`src/rtl/button_conditioner.sv`:
```
// Debounces a synchronized push-button level and produces press / release pulses.
// Define BUTTON_AUTOREPEAT_EN to enable timed auto-repeat press pulses while the button is held.
module button_conditioner #(
    parameter int DEBOUNCE_CYCLES = 4,
    parameter int REPEAT_DELAY    = 10,
    parameter int REPEAT_PERIOD   = 3
) (
    input  logic clk,
    input  logic reset,
    input  logic in,
    output logic level,
    output logic press,
    output logic release_pulse
);

    localparam bit PARAMS_OK = (DEBOUNCE_CYCLES >= 1) && (REPEAT_DELAY >= 2) && (REPEAT_PERIOD >= 1);

    generate
        if (!PARAMS_OK) begin : g_bad_params
            $error("button_conditioner: DEBOUNCE_CYCLES>=1, REPEAT_DELAY>=2, REPEAT_PERIOD>=1 required");
        end
    endgenerate

    localparam int DB_W = $clog2(DEBOUNCE_CYCLES + 1);
    localparam logic [DB_W-1:0] DB_LAST = DB_W'(DEBOUNCE_CYCLES - 1);
    localparam logic [DB_W-1:0] DB_ONE  = DB_W'(1);

    logic [DB_W-1:0] db_count;
    logic            accept;
    logic            level_rise;
    logic            level_fall;

    // accept marks the edge that takes the last required differing sample
    assign accept     = (in != level) && (db_count == DB_LAST);
    assign level_rise = accept && !level;
    assign level_fall = accept && level;

    always_ff @(posedge clk or posedge reset) begin
        if (reset) begin
            db_count <= '0;
            level    <= 1'b0;
        end else if (in == level) begin
            db_count <= '0;
        end else if (accept) begin
            db_count <= '0;
            level    <= ~level;
        end else begin
            db_count <= db_count + DB_ONE;
        end
    end

`ifdef BUTTON_AUTOREPEAT_EN

    localparam int HOLD_MAX = (REPEAT_DELAY > REPEAT_PERIOD) ? REPEAT_DELAY : REPEAT_PERIOD;
    localparam int HOLD_W   = $clog2(HOLD_MAX + 1);
    localparam logic [HOLD_W-1:0] HOLD_ONE    = HOLD_W'(1);
    localparam logic [HOLD_W-1:0] HOLD_DELAY  = HOLD_W'(REPEAT_DELAY);
    localparam logic [HOLD_W-1:0] HOLD_PERIOD = HOLD_W'(REPEAT_PERIOD);

    typedef enum logic [1:0] {
        IDLE,
        HELD_DELAY,
        HELD_REPEAT
    } state_t;

    state_t            state;
    logic [HOLD_W-1:0] hold_count;
    logic [HOLD_W-1:0] hold_next;

    // Saturating increment so a stuck counter can never wrap into a false match
    assign hold_next = (hold_count == '1) ? hold_count : hold_count + HOLD_ONE;

    // A falling level overrides any repeat that would land on the same edge
    always_ff @(posedge clk or posedge reset) begin
        if (reset) begin
            state         <= IDLE;
            hold_count    <= '0;
            press         <= 1'b0;
            release_pulse <= 1'b0;
        end else begin
            press         <= 1'b0;
            release_pulse <= 1'b0;
            if (level_fall) begin
                state         <= IDLE;
                hold_count    <= '0;
                release_pulse <= 1'b1;
            end else begin
                case (state)
                    IDLE: begin
                        if (level_rise) begin
                            state      <= HELD_DELAY;
                            hold_count <= HOLD_ONE;
                            press      <= 1'b1;
                        end
                    end
                    HELD_DELAY: begin
                        if (hold_count == HOLD_DELAY) begin
                            state      <= HELD_REPEAT;
                            hold_count <= HOLD_ONE;
                            press      <= 1'b1;
                        end else begin
                            hold_count <= hold_next;
                        end
                    end
                    HELD_REPEAT: begin
                        if (hold_count == HOLD_PERIOD) begin
                            hold_count <= HOLD_ONE;
                            press      <= 1'b1;
                        end else begin
                            hold_count <= hold_next;
                        end
                    end
                    default: begin
                        state      <= IDLE;
                        hold_count <= '0;
                    end
                endcase
            end
        end
    end

`else

    typedef enum logic {
        IDLE,
        HELD_DELAY
    } state_t;

    state_t state;

    // Without auto-repeat the held state only waits for the button to be let go
    always_ff @(posedge clk or posedge reset) begin
        if (reset) begin
            state         <= IDLE;
            press         <= 1'b0;
            release_pulse <= 1'b0;
        end else begin
            press         <= 1'b0;
            release_pulse <= 1'b0;
            if (level_fall) begin
                state         <= IDLE;
                release_pulse <= 1'b1;
            end else if (state == IDLE && level_rise) begin
                state <= HELD_DELAY;
                press <= 1'b1;
            end
        end
    end

`endif

endmodule

```
`config.mk`:
```
export PLATFORM = sky130hd
export DESIGN_NAME = button_conditioner
export DESIGN_NICKNAME = d
export VERILOG_FILES = /design/src/rtl/button_conditioner.sv
export SDC_FILE = /design/constraint.sdc
export NUM_CORES = 1
export LEC_CHECK = 0
export ABC_AREA = 1
export CELL_PAD_IN_SITES_DETAIL_PLACEMENT = 1
export CELL_PAD_IN_SITES_GLOBAL_PLACEMENT = 1
export CORE_AREA = 2 2 39 41
export DETAILED_ROUTE_END_ITERATION = 8
export DIE_AREA = 0 0 41 43
export GPL_TIMING_DRIVEN = 0
export MAX_ROUTING_LAYER = met4
export PLACE_DENSITY = 0.46
export SLEW_MARGIN = 0
export SYNTH_ARGS = -nofsm -noshare
export SYNTH_HDL_FRONTEND = slang
export SYNTH_SLANG_ARGS = --single-unit
```
`constraint.sdc`:
```
create_clock -name clk -period 1.3 [get_ports clk]
set_clock_uncertainty 0.05 [all_clocks]
set_input_delay 0.26 -clock clk [delete_from_list [all_inputs] [get_ports clk]]
set_output_delay 0.26 -clock clk [all_outputs]
set_load 0.02 [all_outputs]
```
### After elaboration in Yosys (flattened, before gate mapping)

Cells that the tools add are included.

* reductions and logical operators: 7
* equal/unequal tests: 3
* $add $sub $neg: 1
* bitwise logic cells: 3
* muxes and demuxes: 7

Operators by type and width (number)
* $mux 3: 2
* $mux 1: 5
* $logic_and 1x1->1: 4
* $add 3x1->3 const B: 1
* $eq 3x2->1 const B: 1
* $not 1->1: 3
* $reduce_and 2->1: 1
* $reduce_bool 2->1: 1
* $eq 1x1->1: 1
* $logic_not 1->1: 1
* $ne 1x1->1: 1

* logic and storage cells: 26
* output and inout bits: 3
* flip-flop bits (word level): 7
* input port bits: 3

### Depth between registers and ports, before layout

* depth after elaboration: 6
* mapped depth: 5
* mapped depth without buffers: 5

### Worst setup path before layout

Ideal clock, no wire load.

* path type: flip-flop to flip-flop
* start point: register db_count[0]
* end point: register state
* data arrival time: 0.835 ns
* required time: 1.130 ns
* buffers on the path: 0
* setup slack: 0.294 ns
* stages on the path, launching flop included: 6
* cell sequence: dfrtp_1 > ha_1 > nand2_2 > inv_1 > nand3b_1 > nand2_1

* longest elaborated chain between the ends: 5
* elaborated cells on any way between the ends: 7
* classes of those cells: 1 x eq/ne; 1 x mux; 5 x reduce/logical

Ends and longest elaborated chain
* from (decl): RTL line 28 `logic [DB_W-1:0] db_count;`
* from (signal assigned): RTL line 48 `db_count <= db_count + DB_ONE;`
* $eq 3x2->1 (*): RTL line 34 `assign accept = (in != level) && (db_count == DB_LAST);`
* $logic_and 1x1->1 (*): RTL line 34
* $logic_and 1x1->1: RTL line 35 `assign level_rise = accept && !level;`
* $logic_and 1x1->1: RTL line 143 `end else if (state == IDLE && level_rise) begin`
* $reduce_bool 2->1 (no line)
* to (signal assigned): RTL line 134 `state <= IDLE;`
* to (signal assigned): RTL line 141 `state <= IDLE;`
* to (signal assigned): RTL line 144 `state <= HELD_DELAY;`
* to (decl): RTL line 129 `state_t state;`

Every way passes the cells marked *; elsewhere a longest branch is shown, timed or not.
A chain may end at the register's enable or synchronous reset.

### Worst setup path in the final report

* start point: register release_pulse
* end point: output port release_pulse

RTL lines
* from (decl): RTL line 13 `output logic release_pulse`
* from (signal assigned): RTL line 136 `release_pulse <= 1'b0;`
* from (signal assigned): RTL line 139 `release_pulse <= 1'b0;`
* from (signal assigned): RTL line 142 `release_pulse <= 1'b1;`

No word-level cell between the ends.

==> out/results.tsv <==
stage	metric	value	unit
sta	Period Utilization, post-route	0.945	
grt	global route overflow	0	
die	Core ar.	1380	µm²
critical_path	CP Max Fanout	1	
cts	worst skew pair latency	0.25	ns
grt	largest net degree at the start of global routing	8	
die	Die W	41	µm
yosys	Seq cells post-synth	7	
drt	routed len/inst	10.6	µm
critical_path	max incr delay on CP	0.35	ns
critical_path	crit path DAT	0.92	ns
placed_design	number of port buffers	5	
cts	CTS Hold Bufs	0	
layout	Antenna Cells	0	
pwr	total power of the final layout	0.797	mW
pwr	Cell Pwr Density	1980	nW/µm²
yosys	Mapped Avg Cell Area	9.44	µm²
yosys	Synth area leaders	dfrtp_1 60%, inv_1 9.0%, nor2_1 5.1%, ha_1 4.3%, nand2_2 4.3%	
sta	Peak Freq	0.814	GHz
placed_design	worst slack, placed	-0.0256	ns
yosys	ys async rst share	1.00	
layout	Fillers	170	
sta	RSZ-0062 raised after global routing	no	
placed_design	placed wire-length estimate	426	µm
die	Die ar.	1760	µm²
sta	final count of pins violating max slew	0	
die	initial core utilization	0.212	
drt	total number of vias	233	
cts	buffer type at the clock tree root	clkbuf_4	
critical_path	Worst path slowest cell	dfrtp_1	
sta	minimum clock period	1.23	ns
yosys	post-synthesis sequential area ratio	0.598	
job	Max Cap Viol	0	
drt	Routed Wire Length	617	µm
placed_design	GP Congestion	0.691	
yosys	synth cell count leaders	7 x dfrtp_1, 7 x inv_1, 4 x nor2_1	
yosys	Synth cell types	12	
yosys	Post-synth EDFFs	0	
cts	CTS tree	built	
drt	drt first pass iters	1	
yosys	Synth Cell Area	293	µm²
critical_path	CP Cell Sequence	dlygate4sd2_1	
die	die height	43	µm
drt	# DRC	0	
cts	CTS HTree Levels	1	
yosys	ys flop type	dfrtp_1	
grt	first-pass GRT wire length	959	µm
pwr	peak supply drop	0.608	mV
layout	area growth from synthesis to layout	37.6	%
run_status	status	finished, final reports clean	
critical_path	Startpoint Class	register	
drt	Iter 0 DRT Violations	0	
cts	Inserted Clock Buffers	3	
critical_path	Setup crit end kind	primary output	
pwr	LEAKAGE	0.232	nW
yosys	Yosys top cell by area	dfrtp_1	
cts	buffer depth of the longest clock path	2	
drt	post-route ant nets	0	
yosys	Syn Nets	35	
critical_path	critical path buffer and inverter count	1	
sta	Final Setup Violations	0	
sta	Worst-Margin Slew	0.277	ns
sta	slew margin rel.	0.815	
drt	vias per std cell	4.02	
grt	initial antenna violation count	0	
sta	final setup margin	0.0714	ns
cts	TritonCTS Sinks	7	
yosys	Gate Count Post-Synth	31	
sta	Final Hold Fails	0	
grt	GRT Total Usage	0.0975	
cts	clock slew at reported path FFs	0.05	ns
yosys	top-area cell type share of the netlist area	0.598	
die	num ports	6	
critical_path	worst path required time	0.99	ns
hold_path	Hold Crit Class	in2async	
die	cell row count	14	
layout	nets	47	
critical_path	WS Path Type	reg2out	
critical_path	delay-heaviest family, CP	flip-flops	
layout	layout cells sized above 1	0.262	
yosys	synth warn	0	
grt	vias in the first global route	237	
-- cells in the final DEF (no fill, tap or decap), types with 2 or more instances in the layout --
cell / Yosys / routed
buf_4: 0 / 2
clkbuf_4: 0 / 3
clkdlybuf4s50_1: 0 / 2
dfrtp_1: 7 / 7
dlygate4sd2_1: 0 / 2
inv_1: 7 / 7
nand2_1: 3 / 3
nand2_2: 2 / 2
nor2_1: 4 / 4
nor2_2: 2 / 2
-- worst paths after layout --
kind | startpoint | endpoint | slack [ns] | depth (start not counted)
min in group clk | state | state | 0.44 | 2
setup reg to reg | db_count[0] | state | 0.20 | 5
hold reg to reg | state | state | 0.44 | 2
max in group asynchronous | reset | db_count[0] | 0.80 | 2
setup / recovery | release_pulse | release_pulse | 0.07 | 1
hold / removal | reset | press | 0.19 | 2
-- flip-flops by register name (all words and copies together), names as in the netlist --
register       count
press              1
state              1
release_pulse      1
db_count           3
level              1
-- area by class of cell --
cell class / instances / area [µm²] / share of cell area
multi-input cells: 16 / 87.6 / 0.217
flip-flops and latches: 7 / 175 / 0.435
clock buffers: 4 / 26.3 / 0.0652
well taps: 16 / 20.0 / 0.0497
repair buffers: 7 / 63.8 / 0.158
inverters: 8 / 30.0 / 0.0745
-- report_power, final --
part / total [mW] / switching (mW) / internal, mW / leakage, nW
sequential: 0.314 / 0.0321 / 0.282 / 0.0927
clock: 0.200 / 0.0829 / 0.117 / 0.0150
combinational: 0.283 / 0.151 / 0.131 / 0.124
total: 0.797 / 0.266 / 0.530 / 0.232
-- cells by family (layout without fill, tap and decap cells) --
family	count (synthesis)	count (layout)	share of synthesized area
adders and majority gates	1	1	0.0427
and+or+nand+nor	13	13	0.222
DFF	7	7	0.598
AOI/OAI and AO/OA	2	2	0.0342
buffers and inverters	8	19	0.103
-- stage by stage --
step            util  std cells  TNS [ns]  cell area (µm²)  hold slack (ns)
2_1_floorplan      -         31         0              293           0.0134
3_3_place_gp   0.262         52   -0.0258              363            0.403
3_5_place_dp   0.262         52   -0.0256              363            0.423
4_1_cts        0.280         56         0              388            0.198
5_1_grt        0.291         58         0              403            0.212
6_report       0.291         58         0              403            0.188
-- metal layers --
layer / global-route usage / routed length [µm] / up-vias
met3: 0.0471 / 38 / 2
met1: 0.0891 / 217 / 112
li1: - / - / 111
met4: 0.120 / 10 / 0
met2: 0.125 / 351 / 8
met5: - / 0 / -
-- repair_timing --
item,4_1_cts,5_1_grt
setup buffers,0,2
setup endpoints to repair,3,1
resized for setup,5,0
(Power assumes the default switching activity.)
